$ cat config.mk
export PLATFORM = sky130hd
export DESIGN_NAME = dds_nco_multich
export DESIGN_NICKNAME = d
export VERILOG_FILES = /design/src/rtl/dds_pkg.sv /design/src/rtl/dds_sweep_ctrl.sv /design/src/rtl/dds_nco_multich.sv
export SDC_FILE = /design/constraint.sdc
export NUM_CORES = 1
export LEC_CHECK = 0
export BUFFER_PORTS_ARGS = -buffer_cell sky130_fd_sc_hd__buf_2
export CORE_ASPECT_RATIO = 1.75
export CORE_UTILIZATION = 45
export DETAILED_ROUTE_END_ITERATION = 8
export PLACE_DENSITY = 0.75
export SYNTH_ARGS = -nofsm -noshare
export SYNTH_HDL_FRONTEND = slang
export SYNTH_HIERARCHICAL = 1
export SYNTH_SLANG_ARGS = --single-unit
$ cat constraint.sdc
create_clock -name clk -period 5.8 [get_ports clk]
set_input_delay 0.87 -clock clk [delete_from_list [all_inputs] [get_ports clk]]
set_output_delay 0.87 -clock clk [all_outputs]
set_load 0.005 [all_outputs]
$ cat src/rtl/dds_pkg.sv
// Shared types and helpers for the multi-channel DDS address generator.
// Contents:
//   DEF_ACC_W / DEF_ADDR_W - default accumulator and ROM address widths
//   sweep_state_t          - frequency sweep controller states
//   ch_lsb()               - low bit index of a channel inside a packed bus
package dds_pkg;

    localparam int DEF_ACC_W  = 32;
    localparam int DEF_ADDR_W = 12;

    typedef enum logic [1:0] {
        SWEEP_IDLE = 2'd0,
        SWEEP_RUN  = 2'd1,
        SWEEP_DONE = 2'd2
    } sweep_state_t;

    // Channel k of a packed bus of width-bit fields starts at bit k*width.
    function automatic int ch_lsb(input int ch, input int width);
        return ch * width;
    endfunction

endpackage

$ cat src/rtl/dds_sweep_ctrl.sv
// Linear frequency sweep engine for the DDS.
// Ports:
//   clk, rst_n    - clock, asynchronous active-low reset
//   sweep_start   - pulse, start a sweep from fword_shadow (only when idle)
//   sweep_abort   - pulse, stop a running sweep, active word is held
//   fword_shadow  - shadow frequency word (sweep start value)
//   fword_act     - currently active frequency word (sweep base for each step)
//   sweep_step    - increment applied every SWEEP_DIV clocks
//   sweep_limit   - final frequency word
//   load/load_val - request to load load_val into the active frequency word
//   busy          - sweep running
//   done          - one-cycle pulse when the limit has been reached
module dds_sweep_ctrl
    import dds_pkg::*;
#(
    parameter int ACC_W     = DEF_ACC_W,
    parameter int SWEEP_DIV = 1
) (
    input  logic             clk,
    input  logic             rst_n,
    input  logic             sweep_start,
    input  logic             sweep_abort,
    input  logic [ACC_W-1:0] fword_shadow,
    input  logic [ACC_W-1:0] fword_act,
    input  logic [ACC_W-1:0] sweep_step,
    input  logic [ACC_W-1:0] sweep_limit,
    output logic             load,
    output logic [ACC_W-1:0] load_val,
    output logic             busy,
    output logic             done
);

    localparam int DIV_W = (SWEEP_DIV > 1) ? $clog2(SWEEP_DIV) : 1;
    localparam logic [DIV_W-1:0] DIV_LAST = DIV_W'(SWEEP_DIV - 1);

    sweep_state_t     state_r;
    sweep_state_t     state_nxt_s;
    logic [DIV_W-1:0] cnt_r;
    logic [DIV_W-1:0] cnt_nxt_s;
    logic [ACC_W:0]   sum_s;
    logic             busy_r;
    logic             done_r;

    // Sum is one bit wider so that crossing the limit can never alias through a wrap.
    assign sum_s = {1'b0, fword_act} + {1'b0, sweep_step};

    // Next-state, divider and active-word load decisions.
    always_comb begin
        state_nxt_s = state_r;
        cnt_nxt_s   = cnt_r;
        load        = 1'b0;
        load_val    = '0;
        case (state_r)
            SWEEP_IDLE: begin
                if (sweep_start) begin
                    load      = 1'b1;
                    cnt_nxt_s = '0;
                    if (fword_shadow >= sweep_limit) begin
                        load_val    = sweep_limit;
                        state_nxt_s = SWEEP_DONE;
                    end else begin
                        load_val    = fword_shadow;
                        state_nxt_s = SWEEP_RUN;
                    end
                end else begin
                    state_nxt_s = SWEEP_IDLE;
                end
            end
            SWEEP_RUN: begin
                if (sweep_abort) begin
                    cnt_nxt_s   = '0;
                    state_nxt_s = SWEEP_IDLE;
                end else if (cnt_r == DIV_LAST) begin
                    cnt_nxt_s = '0;
                    load      = 1'b1;
                    if (sum_s >= {1'b0, sweep_limit}) begin
                        load_val    = sweep_limit;
                        state_nxt_s = SWEEP_DONE;
                    end else begin
                        load_val = sum_s[ACC_W-1:0];
                    end
                end else begin
                    cnt_nxt_s = cnt_r + DIV_W'(1);
                end
            end
            SWEEP_DONE: begin
                state_nxt_s = SWEEP_IDLE;
            end
            default: begin
                state_nxt_s = SWEEP_IDLE;
                cnt_nxt_s   = '0;
            end
        endcase
    end

    // State, divider and registered status flags.
    always_ff @(posedge clk or negedge rst_n) begin
        if (!rst_n) begin
            state_r <= SWEEP_IDLE;
            cnt_r   <= '0;
            busy_r  <= 1'b0;
            done_r  <= 1'b0;
        end else begin
            state_r <= state_nxt_s;
            cnt_r   <= cnt_nxt_s;
            busy_r  <= (state_nxt_s == SWEEP_RUN);
            done_r  <= (state_nxt_s == SWEEP_DONE);
        end
    end

    assign busy = busy_r;
    assign done = done_r;

endmodule

$ cat src/rtl/dds_nco_multich.sv
// Multi-channel DDS phase accumulator / NCO ROM address generator.
// One shared accumulator feeds N_CH ROM addresses, each with its own phase offset.
// Ports:
//   clk, rst_n              - clock, asynchronous active-low reset
//   fword_in/fword_we       - frequency word into the shadow register
//   pword_in/pword_ch/pword_we - phase offset into the shadow of one channel
//   update                  - copy all shadows to the active words (ignored while sweeping)
//   sync_clr                - clear the accumulator
//   match_addr              - compare value for match_strobe
//   sweep_step/sweep_limit/sweep_start/sweep_abort - frequency sweep control
//   addr_out                - channel k address at [k*ADDR_W +: ADDR_W]
//   wrap_strobe             - marks the first sample after accumulator overflow
//   match_strobe            - addr_out[k] equals match_addr
//   sweep_busy/sweep_done   - sweep status
module dds_nco_multich
    import dds_pkg::*;
#(
    parameter int N_CH      = 2,
    parameter int ACC_W     = DEF_ACC_W,
    parameter int ADDR_W    = DEF_ADDR_W,
    parameter int SWEEP_DIV = 1,
    localparam int CH_W     = (N_CH > 1) ? $clog2(N_CH) : 1
) (
    input  logic                     clk,
    input  logic                     rst_n,
    input  logic [ACC_W-1:0]         fword_in,
    input  logic                     fword_we,
    input  logic [ADDR_W-1:0]        pword_in,
    input  logic [CH_W-1:0]          pword_ch,
    input  logic                     pword_we,
    input  logic                     update,
    input  logic                     sync_clr,
    input  logic [ADDR_W-1:0]        match_addr,
    input  logic [ACC_W-1:0]         sweep_step,
    input  logic [ACC_W-1:0]         sweep_limit,
    input  logic                     sweep_start,
    input  logic                     sweep_abort,
    output logic [N_CH*ADDR_W-1:0]   addr_out,
    output logic [N_CH-1:0]          wrap_strobe,
    output logic [N_CH-1:0]          match_strobe,
    output logic                     sweep_busy,
    output logic                     sweep_done
);

    logic [ACC_W-1:0]  fword_sh_r;
    logic [ACC_W-1:0]  fword_act_r;
    logic [ADDR_W-1:0] pword_sh_r  [N_CH];
    logic [ADDR_W-1:0] pword_act_r [N_CH];
    logic [ACC_W-1:0]  acc_r;
    logic [ACC_W:0]    acc_sum_s;
    logic              carry_r;
    logic [N_CH-1:0]   wrap_r;
    logic              commit_s;
    logic              pword_ok_s;
    logic              sweep_load_s;
    logic [ACC_W-1:0]  sweep_val_s;

    dds_sweep_ctrl #(
        .ACC_W     (ACC_W),
        .SWEEP_DIV (SWEEP_DIV)
    ) u_sweep (
        .clk          (clk),
        .rst_n        (rst_n),
        .sweep_start  (sweep_start),
        .sweep_abort  (sweep_abort),
        .fword_shadow (fword_sh_r),
        .fword_act    (fword_act_r),
        .sweep_step   (sweep_step),
        .sweep_limit  (sweep_limit),
        .load         (sweep_load_s),
        .load_val     (sweep_val_s),
        .busy         (sweep_busy),
        .done         (sweep_done)
    );

    // A running sweep owns the active words; update is dropped until it finishes.
    assign commit_s   = update & ~sweep_busy;
    assign pword_ok_s = ({1'b0, pword_ch} < (CH_W + 1)'(N_CH));
    assign acc_sum_s  = {1'b0, acc_r} + {1'b0, fword_act_r};

    // Shadow registers: written by the control interface, never seen by the datapath directly.
    always_ff @(posedge clk or negedge rst_n) begin
        if (!rst_n) begin
            fword_sh_r <= '0;
            for (int k = 0; k < N_CH; k++) begin
                pword_sh_r[k] <= '0;
            end
        end else begin
            if (fword_we) begin
                fword_sh_r <= fword_in;
            end
            if (pword_we && pword_ok_s) begin
                pword_sh_r[pword_ch] <= pword_in;
            end
        end
    end

    // Active words: sweep loads take priority, otherwise all shadows commit together on update.
    always_ff @(posedge clk or negedge rst_n) begin
        if (!rst_n) begin
            fword_act_r <= '0;
            for (int k = 0; k < N_CH; k++) begin
                pword_act_r[k] <= '0;
            end
        end else begin
            if (sweep_load_s) begin
                fword_act_r <= sweep_val_s;
            end else if (commit_s) begin
                fword_act_r <= fword_sh_r;
            end
            if (commit_s) begin
                for (int k = 0; k < N_CH; k++) begin
                    pword_act_r[k] <= pword_sh_r[k];
                end
            end
        end
    end

    // Phase accumulator; the carry is staged twice so wrap lines up with the first post-overflow address.
    always_ff @(posedge clk or negedge rst_n) begin
        if (!rst_n) begin
            acc_r   <= '0;
            carry_r <= 1'b0;
            wrap_r  <= '0;
        end else begin
            if (sync_clr) begin
                acc_r   <= '0;
                carry_r <= 1'b0;
            end else begin
                acc_r   <= acc_sum_s[ACC_W-1:0];
                carry_r <= acc_sum_s[ACC_W];
            end
            wrap_r <= {N_CH{carry_r}};
        end
    end

    assign wrap_strobe = wrap_r;

    genvar k;
    generate
        for (k = 0; k < N_CH; k++) begin : g_ch
            logic [ADDR_W-1:0] addr_nxt_s;
            logic [ADDR_W-1:0] addr_r;
            logic              match_r;

            assign addr_nxt_s = acc_r[ACC_W-1 -: ADDR_W] + pword_act_r[k];

            // Per-channel address and match flag, registered together so they stay aligned.
            always_ff @(posedge clk or negedge rst_n) begin
                if (!rst_n) begin
                    addr_r  <= '0;
                    match_r <= 1'b0;
                end else begin
                    addr_r  <= addr_nxt_s;
                    match_r <= (addr_nxt_s == match_addr);
                end
            end

            assign addr_out[ch_lsb(k, ADDR_W) +: ADDR_W] = addr_r;
            assign match_strobe[k] = match_r;
        end
    endgenerate

endmodule

After elaboration in Yosys (flattened, before gate mapping). Cells that the tools add are included.

Magnitude comparators: 4. Add/subtract/negate cells: 5. Mux-type cells: 27. Reductions and logical operators: 4. Bitwise logic cells: 4. Equal/unequal tests: 7.

Operator list (number): two-way mux 32 bit (8); adder 32 x 32 -> 33 bit (2); case mux 32 bit (2 select lines) (1); greater-or-equal comparator 33 x 32 -> 1 bit (1); greater-or-equal comparator 32 bit (1); adder 12 bit (2); bitwise mux 24 bit (1); == test 12 bit (2); demux 12 bit (select 1 bit) (1); two-way mux 12 bit (1); two-way mux 2 bit (5); two-way mux 1 bit (7); == test 2 x 1 -> 1 bit (second input constant) (2); == test 2 bit (second input constant) (2); case mux 2 bit (2 select lines) (1); case mux 1 bit (3 select lines) (1); greater-or-equal comparator 2 bit (second input constant) (1); logical NOT 2 bit (1); < comparator 2 x 1 -> 1 bit (second input constant) (1); != test 2 bit (second input constant) (1); inverter 1 bit (2); inverter 1 -> 2 bit (1); case mux 1 bit (2 select lines) (1); AND reduction 2 bit (1); 4 further kinds (4).

Register bits: 177. Output and inout port bits: 30. Bits of input ports: 129.

Depth between registers and ports, before layout.
Word-level depth: 7. Mapped depth: 24. Depth with buffers taken out: 23.

Modules after synthesis. Netlist, hierarchy kept.

Modules (own cells, without submodules): dds_nco_multich (area each 9323.9 µm², instances 1, cells each 850); dds_sweep_ctrl (area each 3711.1 µm², instances 1, cells each 506).

Least setup slack after synthesis. Ideal clock, no wire load.

Kind: input to register. From: in sweep_step[0]. To: reg fword_act_r[27]. Library setup time: 134 ps. Stages: 24. Arrival time: 4617 ps. Path buffers: 1. Slack: 1049 ps. Cell sequence: ha_1 inv_1 fa_1 nor2b_4 o31a_1 o41ai_4 o21bai_2 a21o_1 a21oi_2 o31ai_1 xor2_1 ha_1 a21oi_1 o21ai_0 a211oi_1 a31oi_1 a31oi_1 a21boi_1 o21ba_4 buf_6 nor2_1 a221o_1 nand2_1 o21ai_0.

Cells in the longest elaborated chain, start to end: 7.

Ends and longest elaborated chain: start, declared (RTL line dds_nco_multich.sv:34) `input logic [ACC_W-1:0] sweep_step,`; adder 32 x 32 -> 33 bit * (RTL line dds_sweep_ctrl.sv:45) `assign sum_s = {1'b0, fword_act} + {1'b0, sweep_step};`; greater-or-equal comparator 33 x 32 -> 1 bit (RTL line dds_sweep_ctrl.sv:76) `if (sum_s >= {1'b0, sweep_limit}) begin`; two-way mux 32 bit * (RTL line dds_sweep_ctrl.sv:76); two-way mux 32 bit * (RTL line dds_sweep_ctrl.sv:73) `end else if (cnt_r == DIV_LAST) begin`; two-way mux 32 bit * (RTL line dds_sweep_ctrl.sv:70) `if (sweep_abort) begin`; case mux 32 bit (2 select lines) * (RTL line dds_sweep_ctrl.sv:53) `case (state_r)`; via sweep_val_s[27] (RTL line dds_nco_multich.sv:56) `logic [ACC_W-1:0] sweep_val_s;`; two-way mux 32 bit * (RTL line dds_nco_multich.sv:106) `if (sweep_load_s) begin`; end signal, assigned (RTL line dds_nco_multich.sv:107) `fword_act_r <= sweep_val_s;`; end signal, assigned (RTL line dds_nco_multich.sv:109) `fword_act_r <= fword_sh_r;`; end, declared (RTL line dds_nco_multich.sv:46) `logic [ACC_W-1:0] fword_act_r;`.

Mark *: on every way through the listed nets, which the timed path passes. The rest lies on a longest branch. A chain may end at the register's enable or synchronous reset.

Worst setup path after layout.
From: in sweep_step[0]. To: reg fword_act_r[2].

The elaborated chain is that of the path after synthesis.

==> qor.log <==
INFO  final_layout   drive_gt1_share=21.8%
INFO  route          detail_route.iter0.violations=587
INFO  floorplan      initial_core_util=45.7%
INFO  setup_path     start_kind=input pin
INFO  placement      placed_standard_cell_area=14200squm
INFO  clock_tree     path_clk_slew=0.07ns
INFO  route          antenna_violating_nets_post_route=0
INFO  global_route   first_global_vias=11200
INFO  yosys          synth_area_per_cell=9.61squm
INFO  pwr            power.share.switching=45.3%
INFO  setup_path     timing.critical_path.arrival=5.58ns
INFO  global_route   largest_net_degree_at_the_start_of_global_routing=77
INFO  clock_tree     clk_latency=0.45ns
INFO  yosys          synth.distinct_cells=86
INFO  timing         post-route-min-period=5.22ns
INFO  floorplan      floorplan.core_area=28500squm
INFO  final_layout   total_number_of_nets_in_the_final_design=1782
INFO  final_layout   final.fill_count=2656
INFO  global_route   grt_pass1_wl=56500um
INFO  clock_tree     cts_made_buffers=17
INFO  global_route   antenna_found_initial=1
INFO  yosys          yosys_warnings=6
INFO  timing         clock_skew=0.0148ns
INFO  clock_tree     cts_max_path_buffers=2
INFO  setup_path     worst-setup-path-type=input pin to flip-flop
INFO  timing         grt_setup_unrepaired=false
INFO  setup_path     cpLargestDelayFamily=compound AO/OA/AOI/OAI gates
INFO  floorplan      ios=159
INFO  setup_path     timing.critical_path.buf_inv=4
INFO  global_route   track_usage=25.1%
INFO  route          route.vias.total=11000
INFO  setup_path     worst-endpoint-required=6.16ns
INFO  clock_tree     tritoncts=done
INFO  run_status     status=finished, final reports clean
INFO  yosys          count_of_flip_flops_with_a_built_in_enable_after_synthesis=0
INFO  clock_tree     cts.htree.levels=4
INFO  timing         tightest_slew=0.958ns
INFO  timing         max-slew-margin-rel=36.2%
INFO  clock_tree     cts_num_sinks=176
INFO  yosys          yosys_most_used_dff=sky130_fd_sc_hd__dfrtp_1
INFO  setup_path     slowest_delay=0.47ns
INFO  final_layout   final_cell_area=14800squm
INFO  setup_path     worstPathMaxFanout=22
INFO  setup_path     slowest_stage=sky130_fd_sc_hd__nor2_4
INFO  yosys          synth-seq-cells=176
INFO  final_layout   layout-area-overhead-vs-synth=13.8%
INFO  pwr            combinationalPowerShare=59.9%
INFO  floorplan      fp.dieH=227um
INFO  global_route   gr-total-overflow=0
INFO  placement      place.gp.congestion=0.936
INFO  route          drt_pass1_iterations=6
INFO  placement      numPortBuffers=158
INFO  route          avgViaCountPerCell=5.84
INFO  floorplan      floorplan_row_count=82
INFO  timing         maxSlewViolCount=0
INFO  timing         post-route-period-util=89.9%
INFO  pwr            power.internal=4.37mW
INFO  floorplan      die_area=29700squm
INFO  pwr            report.power.total=7.99mW
INFO  clock_tree     cts_hold_buffers=0
INFO  yosys          synthArstFlopShare=100%
INFO  run            max_cap_violations=0
INFO  clock_tree     ctsResizeCount=0
INFO  clock_tree     cts.repair_timing.setup_buffer_count=0
INFO  yosys          area_of_the_mapped_netlist=13000squm
INFO  min_path       hp-class=flip-flop to flip-flop
INFO  yosys          yosysSeqAreaShare=33.8%
INFO  timing         fmaxAchievable=0.192GHz
INFO  pwr            static-leakage-power=7.20nW
INFO  route          final_wl=36000um
INFO  pwr            ir_worst_vdd=0.000284V
INFO  pwr            switching_power=3.62mW
INFO  pwr            power_per_cell_area=538nW/um^2
INFO  floorplan      floorplan.die.width=131um
INFO  timing         timing.final.setup_violations=0
INFO  route          routedWlPerCell=19.0um
INFO  yosys          postSynthNetCount=1639
INFO  timing         finalHoldViolations=0
INFO  pwr            pwr-share-clk=14.9%
INFO  route          drc=0
INFO  yosys          synth_cells=1356
INFO  setup_path     setup.worst_path.end_class=flip-flop
INFO  placement      dpl.hpwl=27900um
INFO  clock_tree     clk_root_buffer_cell=sky130_fd_sc_hd__clkbuf_16
INFO  pwr            seq_power_share=25.2%
-- power by group through the flow --
stage | sequential, mW | combinational (mW) | clock (mW)
2_1_floorplan | 1.89 | 3.61 | 0
3_3_place_gp | 2.02 | 4.58 | 0
3_5_place_dp | 2.04 | 4.70 | 0
4_1_cts | 2.01 | 4.74 | 1.20
5_1_grt | 2.06 | 5.31 | 1.26
6_report | 2.01 | 4.79 | 1.19
-- layout make-up --
cell class	instances	area, sq um	area share (%)
multi-input combinational	1056	8150	54.9
clock buffer	17	425	2.87
timing repair buffer	181	970	6.54
antenna	1	2.50	0.0169
tap	378	473	3.19
clock inverter	15	166	1.12
sequential	176	4400	29.7
inverter	67	251	1.69
-- cell families (layout without fill, tap and decap cells) --
family          count (synthesis)  after routing  share of synthesized area, %
simple gates                  297            297                          10.8
buf+inv                       124            280                          3.87
compound gates                398            398                          20.2
mux                           118            118                          9.86
xor+xnor                       89             89                          6.41
other cells                     0              1                             0
flops                         176            176                          33.8
fa+ha+maj                     154            154                          15.0
-- through the flow --
stage               hold slack (ns)  setup TNS (ns)  worst slack, ns  util, %  std cells
floorplan                     0.331               0             1.05        -       1356
global placement              0.332               0            0.118     49.9       1858
detailed placement            0.349         -0.0152         -0.00556     49.9       1858
CTS                           0.366               0            0.454     52.0       1890
global route                  0.378               0            0.227     52.0       1890
finish                        0.366               0            0.585     52.0       1891
-- final timing paths --
check / from / endpoint / slack (ns) / cells past startpoint
worst min register to register: carry_r / wrap_strobe[0] / 0.37 / 0
worst min-delay path: carry_r / wrap_strobe[0] / 0.37 / 0
max in group asynchronous: rst_n / fword_act_r[4] / 3.95 / 2
worst max register to register: fword_act_r[0] / fword_act_r[2] / 0.60 / 25
min in group asynchronous: rst_n / g_ch[1].addr_r[1] / 0.42 / 1
worst max-delay path: sweep_step[0] / fword_act_r[2] / 0.58 / 26
-- layout by cell type (no fill, tap or decap), types with 8 or more instances in the layout --
| cell | count |
|---|---|
| sky130_fd_sc_hd__a211oi_1 | 15 |
| sky130_fd_sc_hd__a21o_1 | 41 |
| sky130_fd_sc_hd__a21oi_1 | 85 |
| sky130_fd_sc_hd__a221o_1 | 10 |
| sky130_fd_sc_hd__a22oi_1 | 25 |
| sky130_fd_sc_hd__a31oi_1 | 12 |
| sky130_fd_sc_hd__and3_1 | 8 |
| sky130_fd_sc_hd__buf_2 | 157 |
| sky130_fd_sc_hd__buf_4 | 23 |
| sky130_fd_sc_hd__clkbuf_16 | 17 |
| sky130_fd_sc_hd__dfrtp_1 | 176 |
| sky130_fd_sc_hd__ha_1 | 150 |
| sky130_fd_sc_hd__inv_1 | 67 |
| sky130_fd_sc_hd__mux2_2 | 82 |
| sky130_fd_sc_hd__mux2i_1 | 35 |
| sky130_fd_sc_hd__nand2_1 | 94 |
| sky130_fd_sc_hd__nand3_1 | 26 |
| sky130_fd_sc_hd__nand4_1 | 17 |
| sky130_fd_sc_hd__nor2_1 | 80 |
| sky130_fd_sc_hd__nor2b_1 | 9 |
| sky130_fd_sc_hd__nor3_1 | 20 |
| sky130_fd_sc_hd__o211ai_1 | 9 |
| sky130_fd_sc_hd__o21a_1 | 14 |
| sky130_fd_sc_hd__o21ai_0 | 109 |
| sky130_fd_sc_hd__o21bai_1 | 9 |
| sky130_fd_sc_hd__xnor2_1 | 56 |
| sky130_fd_sc_hd__xor2_1 | 29 |
-- sequential cells by signal, indices dropped and copies added (netlist names) --
name             flops
carry_r              1
fword_sh_r          32
u_sweep/done         1
pword_act_r         24
g_ch.match_r         2
pword_sh_r          24
u_sweep/state_r      2
acc_r               32
u_sweep/busy         1
wrap_strobe          1
fword_act_r         32
g_ch.addr_r         24
-- layer usage --
metal  GRT usage, %  wire length [um]
met1           26.2             13400
met2           46.4             19000
met3           3.71              1380
met5              0                 0
met4           15.6              2180
-- synth_stat cells (3+ instances only) --
cell	instances	share of area (%)
sky130_fd_sc_hd__buf_1	10	0.29
sky130_fd_sc_hd__o22ai_1	4	0.19
sky130_fd_sc_hd__nand2b_1	7	0.34
sky130_fd_sc_hd__a21oi_2	5	0.34
sky130_fd_sc_hd__nor3_1	20	0.77
sky130_fd_sc_hd__nor2b_1	9	0.43
sky130_fd_sc_hd__a21oi_1	86	3.3
sky130_fd_sc_hd__or2_2	5	0.24
sky130_fd_sc_hd__clkbuf_1	35	1.0
sky130_fd_sc_hd__and4_1	4	0.27
sky130_fd_sc_hd__a41oi_1	4	0.27
sky130_fd_sc_hd__and2_1	4	0.19
sky130_fd_sc_hd__nor2_1	80	2.3
sky130_fd_sc_hd__o211ai_1	9	0.52
sky130_fd_sc_hd__a211oi_1	15	0.86
sky130_fd_sc_hd__buf_4	7	0.40
sky130_fd_sc_hd__and3_1	8	0.38
sky130_fd_sc_hd__a22oi_1	25	1.4
sky130_fd_sc_hd__a31oi_1	12	0.58
sky130_fd_sc_hd__o31a_1	3	0.20
sky130_fd_sc_hd__nand3_1	26	1.0
sky130_fd_sc_hd__o21a_1	14	0.81
sky130_fd_sc_hd__o21ai_0	109	4.2
sky130_fd_sc_hd__o21bai_1	9	0.52
sky130_fd_sc_hd__nor4_1	7	0.34
sky130_fd_sc_hd__o21ai_1	6	0.23
sky130_fd_sc_hd__mux2i_1	35	2.7
sky130_fd_sc_hd__ha_1	150	14
sky130_fd_sc_hd__dfrtp_1	176	34
sky130_fd_sc_hd__nand4_1	17	0.82
sky130_fd_sc_hd__nand2_1	94	2.7
sky130_fd_sc_hd__buf_2	3	0.12
sky130_fd_sc_hd__nand4b_1	3	0.20
sky130_fd_sc_hd__xnor3_1	3	0.52
sky130_fd_sc_hd__o31ai_1	6	0.35
sky130_fd_sc_hd__a221o_1	10	0.77
sky130_fd_sc_hd__mux2_2	82	7.1
sky130_fd_sc_hd__a211o_1	4	0.27
sky130_fd_sc_hd__xor2_1	29	1.9
sky130_fd_sc_hd__fa_1	4	0.61
sky130_fd_sc_hd__a21o_1	41	2.4
sky130_fd_sc_hd__inv_1	67	1.9
sky130_fd_sc_hd__xnor2_1	56	3.8
(Power assumes the default switching activity.)
